File: config.mk
export PLATFORM = sky130hd
export DESIGN_NAME = approx_mult_pipe
export DESIGN_NICKNAME = d
export VERILOG_FILES = /design/src/rtl/approx_mult_pipe.sv
export SDC_FILE = /design/constraint.sdc
export NUM_CORES = 1
export LEC_CHECK = 0
export ABC_AREA = 1
export ABC_CLOCK_PERIOD_IN_PS = 3600
export CORE_MARGIN = 4
export CORE_UTILIZATION = 24
export DETAILED_ROUTE_END_ITERATION = 8
export GPL_ROUTABILITY_DRIVEN = 0
export PLACE_DENSITY = 0.37
export SKIP_CTS_REPAIR_TIMING = 1
export SYNTH_ARGS = -nofsm -noshare
export SYNTH_HDL_FRONTEND = slang
export SYNTH_SLANG_ARGS = --single-unit
File: constraint.sdc
create_clock -name clk -period 3.6 [get_ports clk]
set_input_delay 0.72 -clock clk [delete_from_list [all_inputs] [get_ports clk]]
set_output_delay 0.72 -clock clk [all_outputs]
set_load 0.02 [all_outputs]
File: src/rtl/approx_mult_pipe.sv
// approx_mult_pipe: unsigned W x W multiplier; any of the four half-width quadrant products can have its low TRUNC bits zeroed (mode mask).
// Latency: 3 advancing cycles (S1 operands, S2 quadrant products, S3 sum); throughput one result per cycle.
// Backpressure: a single global advance; the whole pipe holds while out_valid && !out_ready, and in_ready follows it.
// Optional: define APPROX_MULT_ERRSTAT_EN to add the err and approx_cnt outputs.
module approx_mult_pipe #(
    parameter int W     = 8,
    parameter int TRUNC = 3
) (
    input  logic             clk,
    input  logic             rst,
    input  logic             in_valid,
    output logic             in_ready,
    input  logic [W-1:0]     A,
    input  logic [W-1:0]     B,
    input  logic [3:0]       mode,
    output logic             out_valid,
    input  logic             out_ready,
    output logic [2*W-1:0]   R
`ifdef APPROX_MULT_ERRSTAT_EN
    ,
    output logic [2*W-1:0]   err,
    output logic [15:0]      approx_cnt
`endif
);

    localparam int H  = W / 2;
    localparam int WW = 2 * W;
    localparam logic [W-1:0] TMASK = (TRUNC >= W) ? '0 : ({W{1'b1}} << TRUNC);

    logic          adv;
    logic          v1_q, v2_q, v3_q;
    logic [W-1:0]  a1_q, b1_q;
    logic [3:0]    m1_q;
    logic [W-1:0]  ll_q, lh_q, hl_q, hh_q;
    logic [W-1:0]  ll_d, lh_d, hl_d, hh_d;
    logic [WW-1:0] r_q, r_d;

    assign adv       = !v3_q || out_ready;
    assign in_ready  = adv;
    assign out_valid = v3_q;
    assign R         = r_q;

    always_comb begin
        ll_d = W'(a1_q[H-1:0]) * W'(b1_q[H-1:0]);
        lh_d = W'(a1_q[H-1:0]) * W'(b1_q[W-1:H]);
        hl_d = W'(a1_q[W-1:H]) * W'(b1_q[H-1:0]);
        hh_d = W'(a1_q[W-1:H]) * W'(b1_q[W-1:H]);
        if (m1_q[0]) ll_d = ll_d & TMASK;
        if (m1_q[1]) lh_d = lh_d & TMASK;
        if (m1_q[2]) hl_d = hl_d & TMASK;
        if (m1_q[3]) hh_d = hh_d & TMASK;
    end

    // Full 2W-bit sum so carries out of the cross terms are never dropped.
    assign r_d = WW'(ll_q) + (WW'(lh_q) << H) + (WW'(hl_q) << H) + (WW'(hh_q) << W);

    always_ff @(posedge clk or posedge rst) begin
        if (rst) begin
            v1_q <= 1'b0;
            v2_q <= 1'b0;
            v3_q <= 1'b0;
            a1_q <= '0;
            b1_q <= '0;
            m1_q <= '0;
            ll_q <= '0;
            lh_q <= '0;
            hl_q <= '0;
            hh_q <= '0;
            r_q  <= '0;
        end else if (adv) begin
            v1_q <= in_valid;
            a1_q <= A;
            b1_q <= B;
            m1_q <= mode;
            v2_q <= v1_q;
            ll_q <= ll_d;
            lh_q <= lh_d;
            hl_q <= hl_d;
            hh_q <= hh_d;
            v3_q <= v2_q;
            r_q  <= r_d;
        end
    end

`ifdef APPROX_MULT_ERRSTAT_EN
    logic [WW-1:0] exact2_q, exact2_d;
    logic [WW-1:0] err_q, err_d;
    logic          nz2_q, nz3_q;
    logic [15:0]   cnt_q, cnt_d;

    assign exact2_d = WW'(a1_q) * WW'(b1_q);
    assign err_d    = exact2_q - r_d;

    always_comb begin
        cnt_d = cnt_q;
        if (v3_q && out_ready && nz3_q && (cnt_q != 16'hFFFF))
            cnt_d = cnt_q + 16'd1;
    end

    // Error and mode flag travel alongside R so they describe the result currently on R.
    always_ff @(posedge clk or posedge rst) begin
        if (rst) begin
            exact2_q <= '0;
            nz2_q    <= 1'b0;
            err_q    <= '0;
            nz3_q    <= 1'b0;
            cnt_q    <= '0;
        end else begin
            cnt_q <= cnt_d;
            if (adv) begin
                exact2_q <= exact2_d;
                nz2_q    <= (m1_q != 4'd0);
                err_q    <= err_d;
                nz3_q    <= nz2_q;
            end
        end
    end

    assign err        = err_q;
    assign approx_cnt = cnt_q;
`endif

endmodule

======== Word level (Yosys, flattened, before mapping) ========
Index checks and enable logic that the tools add are counted.
word-level totals
  memories kept ........................... 0
  bits in read-only memories .............. 0
  output and inout port bits .............. 18
  RAM bits ................................ 0
  word-level logic and storage cells ...... 24
  input port bits ......................... 24
  bits in latches ......................... 0
  bits in registers ....................... 71
cells by class
  equality and inequality tests ........... 0
  div/mod/pow operators ................... 0
  add/subtract/negate cells ............... 3
  bitwise logic cells ..................... 0
  shifts and indexed selects .............. 0
  $mul .................................... 4
  multiplexer cells ....................... 4
  reductions and logical operators ........ 2
  magnitude comparators ................... 0
operator list
  kind                                         number
  4-bit by 4-bit multiplier with 8-bit output  4
  14-bit by 16-bit adder with 16-bit output    1
  13-bit by 12-bit adder with 14-bit output    1
  8-bit by 12-bit adder with 13-bit output     1
  3-bit 2-to-1 mux                             4
  1-bit logical NOT                            1
  1-bit logical OR                             1

======== Logic depth before layout (Yosys ltp) ========
Gate-level depths: netlist of the first run.
  word-level depth ........................ 3
  depth in mapped cells ................... 14
  gate-level depth less buffers ........... 14

======== Worst setup path after synthesis of the first run ========
OpenSTA, ideal clock, no wires.
  path type ............................... register -> register
  start ................................... register a1_q[0]
  end ..................................... register ll_q[6]
  slack ................................... 839 ps
  setup time .............................. 132 ps
  stages on the path, launching flop included .. 11
  clock period less this slack ............ 2761 ps
  buffers on the path ..................... 1
  required time ........................... 3468 ps
  data arrival time ....................... 2629 ps
  cells stage by stage .................... dfrtp_1 > clkbuf_1 > nand2_1 > fa_1 > inv_1 > fa_1 > inv_1 > fa_1 > o21ai_1 > xnor2_1 > o21ai_1
between the ends
  longest elaborated chain between the ends .. 1
RTL lines
  item                                         line  RTL
  from (decl)                                  32    logic [W-1:0] a1_q, b1_q;
  from (signal assigned)                       62    a1_q <= '0;
  from (signal assigned)                       72    a1_q <= A;
  4-bit by 4-bit multiplier with 8-bit output  44    ll_d = W'(a1_q[H-1:0]) * W'(b1_q[H-1:0]);
  to (signal assigned)                         76    ll_q <= ll_d;
  to (decl)                                    34    logic [W-1:0] ll_q, lh_q, hl_q, hh_q;
No other way between the ends.
A chain may end at the register's enable or synchronous reset.

======== Worst setup path in the final report of the first run ========
Ends and elaborated chain as after synthesis.

==> impl_metrics.csv, run 1 <==
group,metric,value,unit
logic_synthesis,synth_cells,664,
setup_path,crit_path_start,"a1_q[0]",
final_layout,syn2layout_area_growth,18.4,%
grt,grt_util_all_layers,0.113,
setup_path,r2r_start,"a1_q[0]",
grt,antenna_found_initial,0,
power_and_ir_drop,total_power,4870,uW
sta,period_share,0.789,
sta,skew,0.00308,ns
floorplanning,die-height,155,um
setup_path,r2r_end,"ll_q[6]",
clocking,cts_tree,"done",
sta,finalSetupTns,0,ns
clocking,numCtsBuffers,9,
clocking,cts.sinks,71,
final_layout,regArea,1780,um^2
floorplanning,die_w,155,um
grt,grt_max_degree,85,
final_layout,n_fill_cell,2270,
sta,period_needed,2.84,ns
setup_path,cp-start-kind,"flip-flop",
sta,holdWs,0.458,ns
sta,hold_viol_final,0,
setup_path,cp.arrival,3.05,ns
setup_path,r2r_slack,0.76,ns
placed_design,portBuffers,41,
run_status,status,"complete, no violations",
drt,wirelength,12800,um
final_layout,fin_nets,793,
logic_synthesis,synth.distinct_cells,32,
hold_path,hold_class,"flip-flop to flip-flop",
placed_design,place_area,5830,um^2
logic_synthesis,yosys_warnings,0,
logic_synthesis,netlist_area,5200,um^2
grt,grt_pass1_vias,4170,
sta,drv_slew,0,
final_layout,antennaDiodeCount,0,
grt,grt_pass1_wl,21600,um
sta,relSlewSlack,0.553,
logic_synthesis,synth_nets,769,
grt,gr-total-overflow,0,
clocking,clk_transition_reported_paths,0.05,ns
floorplanning,fp-row-count,53,
final_layout,multi_input_area,2870,um^2
clocking,clockBufferDepth,2,
clocking,worst_skew_pair.late_latency,0.34,ns
sta,tightest_slew,0.670,ns
final_layout,stdcell_area,6160,um^2
flow_run,cap_violations,0,
floorplanning,start_util,0.246,
drt,drtAntennaViolNets,0,
setup_path,endpoint_kind,"flip-flop",
drt,vias,4086,
setup_path,crit_path_end,"ll_q[6]",
logic_synthesis,yosysSeqAreaShare,0.341,
clocking,htree_num_levels,3,
final_layout,layout-drive-gt1-share,0.0462,
setup_path,critical_path_required,3.81,ns
power_and_ir_drop,ir_worst_vdd,0.240,mV
drt,vias_per_cell,4.23,
final_layout,mostFrequentLayoutCell,"nand2_1",
sta,setup_viol,0,
clocking,cts_root_buf,"clkbuf_16",
floorplanning,die_area,24100,um^2
floorplanning,core-area,21200,um^2
sta,fmax,352,MHz
placed_design,hpwl,9690,um
setup_path,cp_max_fo,9,
floorplanning,num_io_pins,42,
setup_path,critPathKind,"flip-flop to flip-flop",
drt,wl_per_cell,13.2,um
logic_synthesis,syn_area_per_cell,7.84,um^2
power_and_ir_drop,powerDensity,790,nW/um^2
final_layout,layout_common_cells,"nand2_1, inv_1, dfrtp_1",
setup_path,rr_worst_depth,9,
logic_synthesis,synth_seq_cells,71,
drt,drtIter0Drc,200,
power_and_ir_drop,p_leak,0.00344,uW
sta,rsz0062_at_grt,"false",
drt,drc_errors,0,
drt,first_pass_iters,6,
## worst max-delay path: stages, from the launching register on
cell	delay [ns]
dfrtp_1	0.50
nand2_1	0.13
fa_1	0.56
inv_1	0.06
fa_1	0.57
inv_1	0.07
fa_1	0.46
o21ai_1	0.18
xnor2_1	0.13
o21ai_1	0.07
## final cells by class
cell class,instances,area share
sequential,71,0.288
clock inverter,3,0.0106
tap,275,0.0558
clock buffer,12,0.0432
inverter,100,0.0613
multi-input combinational,462,0.466
timing repair buffer,44,0.0743
## metrics by stage
step | util | instances | setup slack [ns]
4_1_cts | 0.291 | 967 | 0.721
6_report | 0.291 | 967 | 0.759
3_3_place_gp | 0.276 | 952 | 0.787
5_1_grt | 0.291 | 967 | 0.553
2_1_floorplan | - | 664 | 0.839
3_5_place_dp | 0.276 | 952 | 0.733
## layer usage
metal | GRT usage | share of wire | vias up
met1 | 0.149 | 0.48 | 1912
met2 | 0.188 | 0.48 | 52
met3 | 0.0250 | 0.030 | 11
met5 | 0 | 0 | -
met4 | 0.0300 | 0.012 | 0
li1 | - | - | 2111
## flip-flops by register name, summed over array words and instances, names as in the netlist
name	count
R	16
hh_q	8
out_valid	1
hl_q	8
v2_q	1
m1_q	4
lh_q	8
b1_q	8
ll_q	8
v1_q	1
a1_q	8
## logic make-up (layout without fill, tap and decap cells)
family | Yosys count | in the layout | synth area share
fa+ha+maj | 81 | 81 | 0.231
flops | 71 | 71 | 0.341
compound gates | 58 | 58 | 0.0589
simple gates | 314 | 314 | 0.247
xor+xnor | 9 | 9 | 0.0151
buf+inv | 131 | 159 | 0.106
## synth_stat cells, drive strengths merged
master	number	share of area
a21oi	13	0.014
nand2	250	0.18
fa	25	0.096
dfrtp	71	0.34
nand4	13	0.016
buf	13	0.019
xnor2	6	0.010
nand3b	2	0.0029
ha	56	0.13
inv	98	0.071
or2	1	0.0012
xor2	3	0.0050
o21ai	40	0.038
clkinv	2	0.0014
nand3	31	0.031
a21boi	1	0.0014
nor2	17	0.016
clkbuf	18	0.015
o21bai	1	0.0014
a31oi	3	0.0036
## how the worst min path moves through the flow
stage / startpoint / end / slack [ns] / cells after the start
2_1_floorplan: v2_q / out_valid / 0.44 / 1
3_3_place_gp: v2_q / out_valid / 0.45 / 1
3_5_place_dp: v2_q / out_valid / 0.45 / 1
4_1_cts: v2_q / out_valid / 0.46 / 1
5_1_grt: v2_q / out_valid / 0.49 / 1
6_report: v2_q / out_valid / 0.46 / 1
## report_power, final
group / internal, uW / leakage [uW] / switching [uW]
registers: 1090 / 0.000890 / 275
logic: 1020 / 0.00239 / 1490
clock network: 658 / 0.000165 / 337
Note: power is estimated with default switching activity, not from simulation.
==> run 2: changes to the inputs <==
--- a/config.mk
+++ b/config.mk
@@ -6,12 +6,12 @@
 export NUM_CORES = 1
 export LEC_CHECK = 0
 export ABC_AREA = 1
-export ABC_CLOCK_PERIOD_IN_PS = 3600
+export ABC_CLOCK_PERIOD_IN_PS = 2600
 export CORE_MARGIN = 4
 export CORE_UTILIZATION = 24
 export DETAILED_ROUTE_END_ITERATION = 8
 export GPL_ROUTABILITY_DRIVEN = 0
-export PLACE_DENSITY = 0.37
+export PLACE_DENSITY = 0.38
 export SKIP_CTS_REPAIR_TIMING = 1
 export SYNTH_ARGS = -nofsm -noshare
 export SYNTH_HDL_FRONTEND = slang
==> constraint.sdc (replaced) <==
create_clock -name clk -period 2.6 [get_ports clk]
set_input_delay 0.52 -clock clk [delete_from_list [all_inputs] [get_ports clk]]
set_output_delay 0.52 -clock clk [all_outputs]
set_load 0.02 [all_outputs]
==> impl_metrics.csv, run 2 (synthesis results as in run 1) <==
group,metric,value,unit
clocking,worst_skew_pair.late_latency,0.34,ns
drt,drtAntennaViolNets,0,
floorplanning,core-area,21200,um^2
grt,grt_pass1_vias,4262,
power_and_ir_drop,powerDensity,1100,nW/um^2
sta,drv_slew,0,
drt,wirelength,12900,um
final_layout,largest_reg_flops,16,
placed_design,portBuffers,41,
floorplanning,fp-row-count,53,
setup_path,path_delay_family,"adder cells",
drt,drc_errors,0,
floorplanning,die-height,155,um
final_layout,syn2layout_area_growth,26.1,%
setup_path,r2r_end,"lh_q[5]",
setup_path,cp_max_fo,6,
power_and_ir_drop,p_leak,0.00359,uW
setup_path,cp.buffers_inverters,1,
floorplanning,num_io_pins,42,
setup_path,cp.arrival,2.69,ns
floorplanning,start_util,0.246,
final_layout,antennaDiodeCount,0,
power_and_ir_drop,cellInternalPower,4210,uW
setup_path,path_depth,9,
floorplanning,die_w,155,um
final_layout,layout-drive-gt1-share,0.134,
hold_path,hold_class,"flip-flop to flip-flop",
power_and_ir_drop,switching_share,0.419,
clocking,cts_tree,"done",
setup_path,crit_slowest_cell,"fa_2",
grt,grt_util_all_layers,0.111,
setup_path,crit_path_end,"lh_q[5]",
setup_path,critPathKind,"flip-flop to flip-flop",
setup_path,rr_worst_depth,9,
setup_path,r2r_slack,0.12,ns
final_layout,postLayoutCoreUtil,0.310,
setup_path,slowest_delay,0.56,ns
final_layout,fin_nets,823,
setup_path,r2r_start,"b1_q[7]",
grt,antenna_found_initial,0,
power_and_ir_drop,switchingPower,3040,uW
final_layout,mostFrequentLayoutCell,"nand2_1",
sta,fmax,404,MHz
drt,wl_per_cell,12.9,um
clocking,clockBufferDepth,2,
setup_path,critical_path_required,2.81,ns
setup_path,cp-start-kind,"flip-flop",
setup_path,endpoint_kind,"flip-flop",
clocking,htree_num_levels,3,
drt,vias_per_cell,4.16,
sta,period_share,0.953,
run_status,status,"complete, no violations",
clocking,cts_root_buf,"clkbuf_16",
sta,setup_viol,0,
sta,skew,0.00493,ns
grt,grt_max_degree,85,
sta,tightest_slew,0.649,ns
clocking,clk_transition_reported_paths,0.06,ns
power_and_ir_drop,power_frac_comb,0.542,
power_and_ir_drop,p_seq_frac,0.254,
drt,vias,4153,
clocking,cts.sinks,71,
power_and_ir_drop,ir_worst_vdd,0.347,mV
clocking,numCtsBuffers,9,
setup_path,crit_chain,"nand2_1 -> fa_1 -> inv_1 -> fa_2 -> ha_1 -> nand3_1 -> nand3_1 -> xnor2_2 -> o21ai_1",
placed_design,placed_cells,977,
sta,hold_viol_final,0,
power_and_ir_drop,clkPwrFrac,0.203,
setup_path,critPathMostFrequentCell,"nand3_1",
sta,period_needed,2.48,ns
setup_path,crit_path_start,"b1_q[7]",
final_layout,n_fill_cell,2237,
drt,first_pass_iters,4,
sta,relSlewSlack,0.567,
placed_design,hpwl,9630,um
grt,gr-total-overflow,0,
final_layout,instances_no_fill,998,
flow_run,cap_violations,0,
final_layout,layout_common_cells,"nand2_1, inv_1, dfrtp_1",
drt,drtIter0Drc,136,
grt,grt_pass1_wl,21400,um
floorplanning,die_area,24100,um^2
[run 2: cell count changes in the layout (fill, tap and decap cells not counted), moves of 7 or more]
cell,delta
buf_4,+29
ha_1,-8
fa_1,-7
fa_2,+7
dfrtp_2,+9
dfrtp_1,-9
[run 2: area by class of cell]
type                            count  area (um^2)  share of cell area
Sequential cell                    71         1790               0.272
Clock buffer                       11          253              0.0385
Tap cell                          275          344              0.0524
Multi-Input combinational cell    462         3010               0.459
Timing Repair Buffer               74          687               0.105
Clock inverter                      5          104              0.0158
Inverter                          100          378              0.0576
[run 2: stage by stage]
stage               hold WS, ns  cell area, um^2  setup TNS, ns  setup slack (ns)  total power, uW
global placement          0.450             6020         -0.452            -0.121             5580
CTS                       0.465             6370          -1.31            -0.210             7150
finish                    0.464             6560              0             0.123             7250
global route              0.502             6560        -0.0131          -0.00829             7980
detailed placement        0.451             6020          -1.22            -0.198             5610
floorplan                 0.440             5220        -0.0260           -0.0260             4410
[run 2: power groups by stage]
stage | clock (uW) | sequential, uW | combinational [uW]
after floorplan | 0 | 1840 | 2570
after global placement | 0 | 1850 | 3720
after detailed placement | 0 | 1870 | 3730
after CTS | 1530 | 1850 | 3770
after global routing | 1580 | 1910 | 4490
final | 1470 | 1840 | 3930
[run 2: how the worst min path moves through the flow]
stage / start / to / depth (start not counted)
finish: v2_q / out_valid / 1
global route: v2_q / out_valid / 1
CTS: v2_q / out_valid / 1
detailed placement: v2_q / out_valid / 1
global placement: v2_q / out_valid / 1
floorplan: v2_q / out_valid / 1
[run 2: metal layers]
layer	global-route usage	wire length [um]	up-vias
li1	-	-	2170
met1	0.145	6190	1937
met2	0.188	6260	39
met3	0.0267	316	7
met4	0.0250	123	0
met5	0	0	-
[run 2: worst register-to-register path: cells and delay by family (launching register included)]
kind / cells / cell delay, ns
flip-flops: 1 / 0.42
AND/OR/NAND/NOR: 3 / 0.31
AO/OA/AOI/OAI: 1 / 0.07
XOR/XNOR: 1 / 0.16
buffers and inverters: 1 / 0.05
adder cells (fa/ha/maj): 3 / 1.35
==> run 3: changes to the inputs <==
--- a/config.mk
+++ b/config.mk
@@ -12,6 +12,7 @@
 export DETAILED_ROUTE_END_ITERATION = 8
 export GPL_ROUTABILITY_DRIVEN = 0
 export PLACE_DENSITY = 0.38
+export REMOVE_ABC_BUFFERS = 1
 export SKIP_CTS_REPAIR_TIMING = 1
 export SYNTH_ARGS = -nofsm -noshare
 export SYNTH_HDL_FRONTEND = slang
==> impl_metrics.csv, run 3 (synthesis results as in run 1) <==
group,metric,value,unit
run_status,status,"complete, no violations",
grt,grt_util_all_layers,0.111,
final_layout,instances_no_fill,1001,
sta,finalSetupTns,0,ns
power_and_ir_drop,ir_worst_vdd,0.305,mV
placed_design,portBuffers,41,
setup_path,cp.arrival,2.69,ns
drt,drc_errors,0,
final_layout,fin_nets,826,
setup_path,critPathKind,"flip-flop to flip-flop",
clocking,cts_tree,"done",
grt,gr-total-overflow,0,
sta,fmax,404,MHz
setup_path,cp-start-kind,"flip-flop",
floorplanning,num_io_pins,42,
floorplanning,start_util,0.246,
clocking,clk_transition_reported_paths,0.06,ns
sta,setup_viol,0,
drt,wl_per_cell,12.6,um
placed_design,place_area,6050,um^2
clocking,cts.sinks,71,
setup_path,endpoint_kind,"flip-flop",
floorplanning,core-area,21200,um^2
setup_path,cp_max_fo,4,
grt,grt_max_degree,85,
sta,relSlewSlack,0.564,
setup_path,rr_worst_depth,9,
setup_path,crit_slowest_cell,"fa_1",
sta,period_needed,2.47,ns
final_layout,syn2layout_area_growth,27.1,%
sta,period_share,0.952,
grt,grt_pass1_vias,4234,
drt,drtIter0Drc,143,
power_and_ir_drop,powerDensity,1090,nW/um^2
sta,setup_ws,0.125,ns
placed_design,dp_slack,-0.133,ns
final_layout,layout_common_cells,"nand2_1, inv_1, dfrtp_1",
final_layout,antennaDiodeCount,0,
final_layout,mostFrequentLayoutCell,"nand2_1",
sta,drv_slew,0,
setup_path,crit_chain,"nand2_1 -> fa_1 -> inv_1 -> fa_2 -> fa_2 -> nand3_1 -> nand2_1 -> xnor2_1 -> o21ai_1",
floorplanning,fp-row-count,53,
placed_design,hpwl,9500,um
flow_run,cap_violations,0,
floorplanning,die_w,155,um
clocking,worst_skew_pair.late_latency,0.34,ns
sta,tightest_slew,0.654,ns
placed_design,placed_cells,981,
final_layout,largest_reg_flops,16,
floorplanning,die-height,155,um
grt,grt_pass1_wl,21300,um
drt,wirelength,12700,um
final_layout,stdcell_area,6620,um^2
power_and_ir_drop,p_leak,0.00358,uW
clocking,clockBufferDepth,2,
setup_path,slowest_delay,0.53,ns
clocking,htree_num_levels,3,
drt,vias_per_cell,4.13,
hold_path,hold_class,"flip-flop to flip-flop",
drt,first_pass_iters,4,
clocking,numCtsBuffers,9,
drt,drtAntennaViolNets,0,
drt,vias,4134,
grt,antenna_found_initial,0,
setup_path,critical_path_required,2.82,ns
floorplanning,die_area,24100,um^2
final_layout,layout-drive-gt1-share,0.140,
sta,skew,0.00646,ns
sta,hold_viol_final,0,
clocking,cts_root_buf,"clkbuf_16",
hold_path,whs_path_depth,1,
==> run 3: changes by cell type in the layout (fill, tap and decap cells not counted), sizes merged <==
| cell | previous run | this run |
|---|---|---|
| buf | 33 | 36 |
| clkbuf | 11 | 10 |
| clkinv | 4 | 5 |
==> run 3: layout make-up <==
class / count / area (um^2)
Fill cell: 2243 / 14500
Multi-Input combinational cell: 462 / 3060
Sequential cell: 71 / 1790
Timing Repair Buffer: 77 / 706
Inverter: 100 / 378
Clock inverter: 6 / 109
Tap cell: 275 / 344
Clock buffer: 10 / 229
==> run 3: worst paths after layout <==
kind	from	to	slack [ns]
min in group asynchronous	rst	v2_q	0.55
min reg2reg	v2_q	out_valid	0.46
max in group asynchronous	rst	hh_q[7]	1.42
max	b1_q[7]	hh_q[6]	0.13
min	v2_q	out_valid	0.46
max reg2reg	b1_q[7]	hh_q[6]	0.13
==> run 3: per-stage QoR <==
step	utilization	hold slack [ns]	total power [uW]
final	0.313	0.463	7190
after global routing	0.313	0.479	7970
after CTS	0.302	0.465	7030
after detailed placement	0.286	0.451	5530
after global placement	0.286	0.450	5510
after floorplan	-	0.440	4290
==> run 3: critical path: cells and delay by family, from the launching register on <==
| family | cells | cell delay [ns] |
|---|---|---|
| adder cells (fa/ha/maj) | 3 | 1.43 |
| flip-flops | 1 | 0.41 |
| AND/OR/NAND/NOR | 3 | 0.26 |
| XOR/XNOR | 1 | 0.14 |
| AO/OA/AOI/OAI | 1 | 0.07 |
| buffers and inverters | 1 | 0.05 |
==> run 3: power by group <==
group | total (uW) | switching (uW) | leakage (uW) | internal [uW]
logic | 3950 | 2220 | 0.00253 | 1730
clock network | 1430 | 495 | 0.000166 | 936
registers | 1810 | 303 | 0.000882 | 1510
total | 7190 | 3020 | 0.00358 | 4170
==> run 3: per-layer routing <==
metal  part of all wire  routed length (um)  global-route usage  up-vias
met3              0.038                 486              0.0228       13
met4              0.015                 187              0.0338        0
li1                   -                   -                   -     2178
met5                  0                   0                   0        -
met2               0.46                5860               0.180       54
met1               0.48                6130               0.149     1889
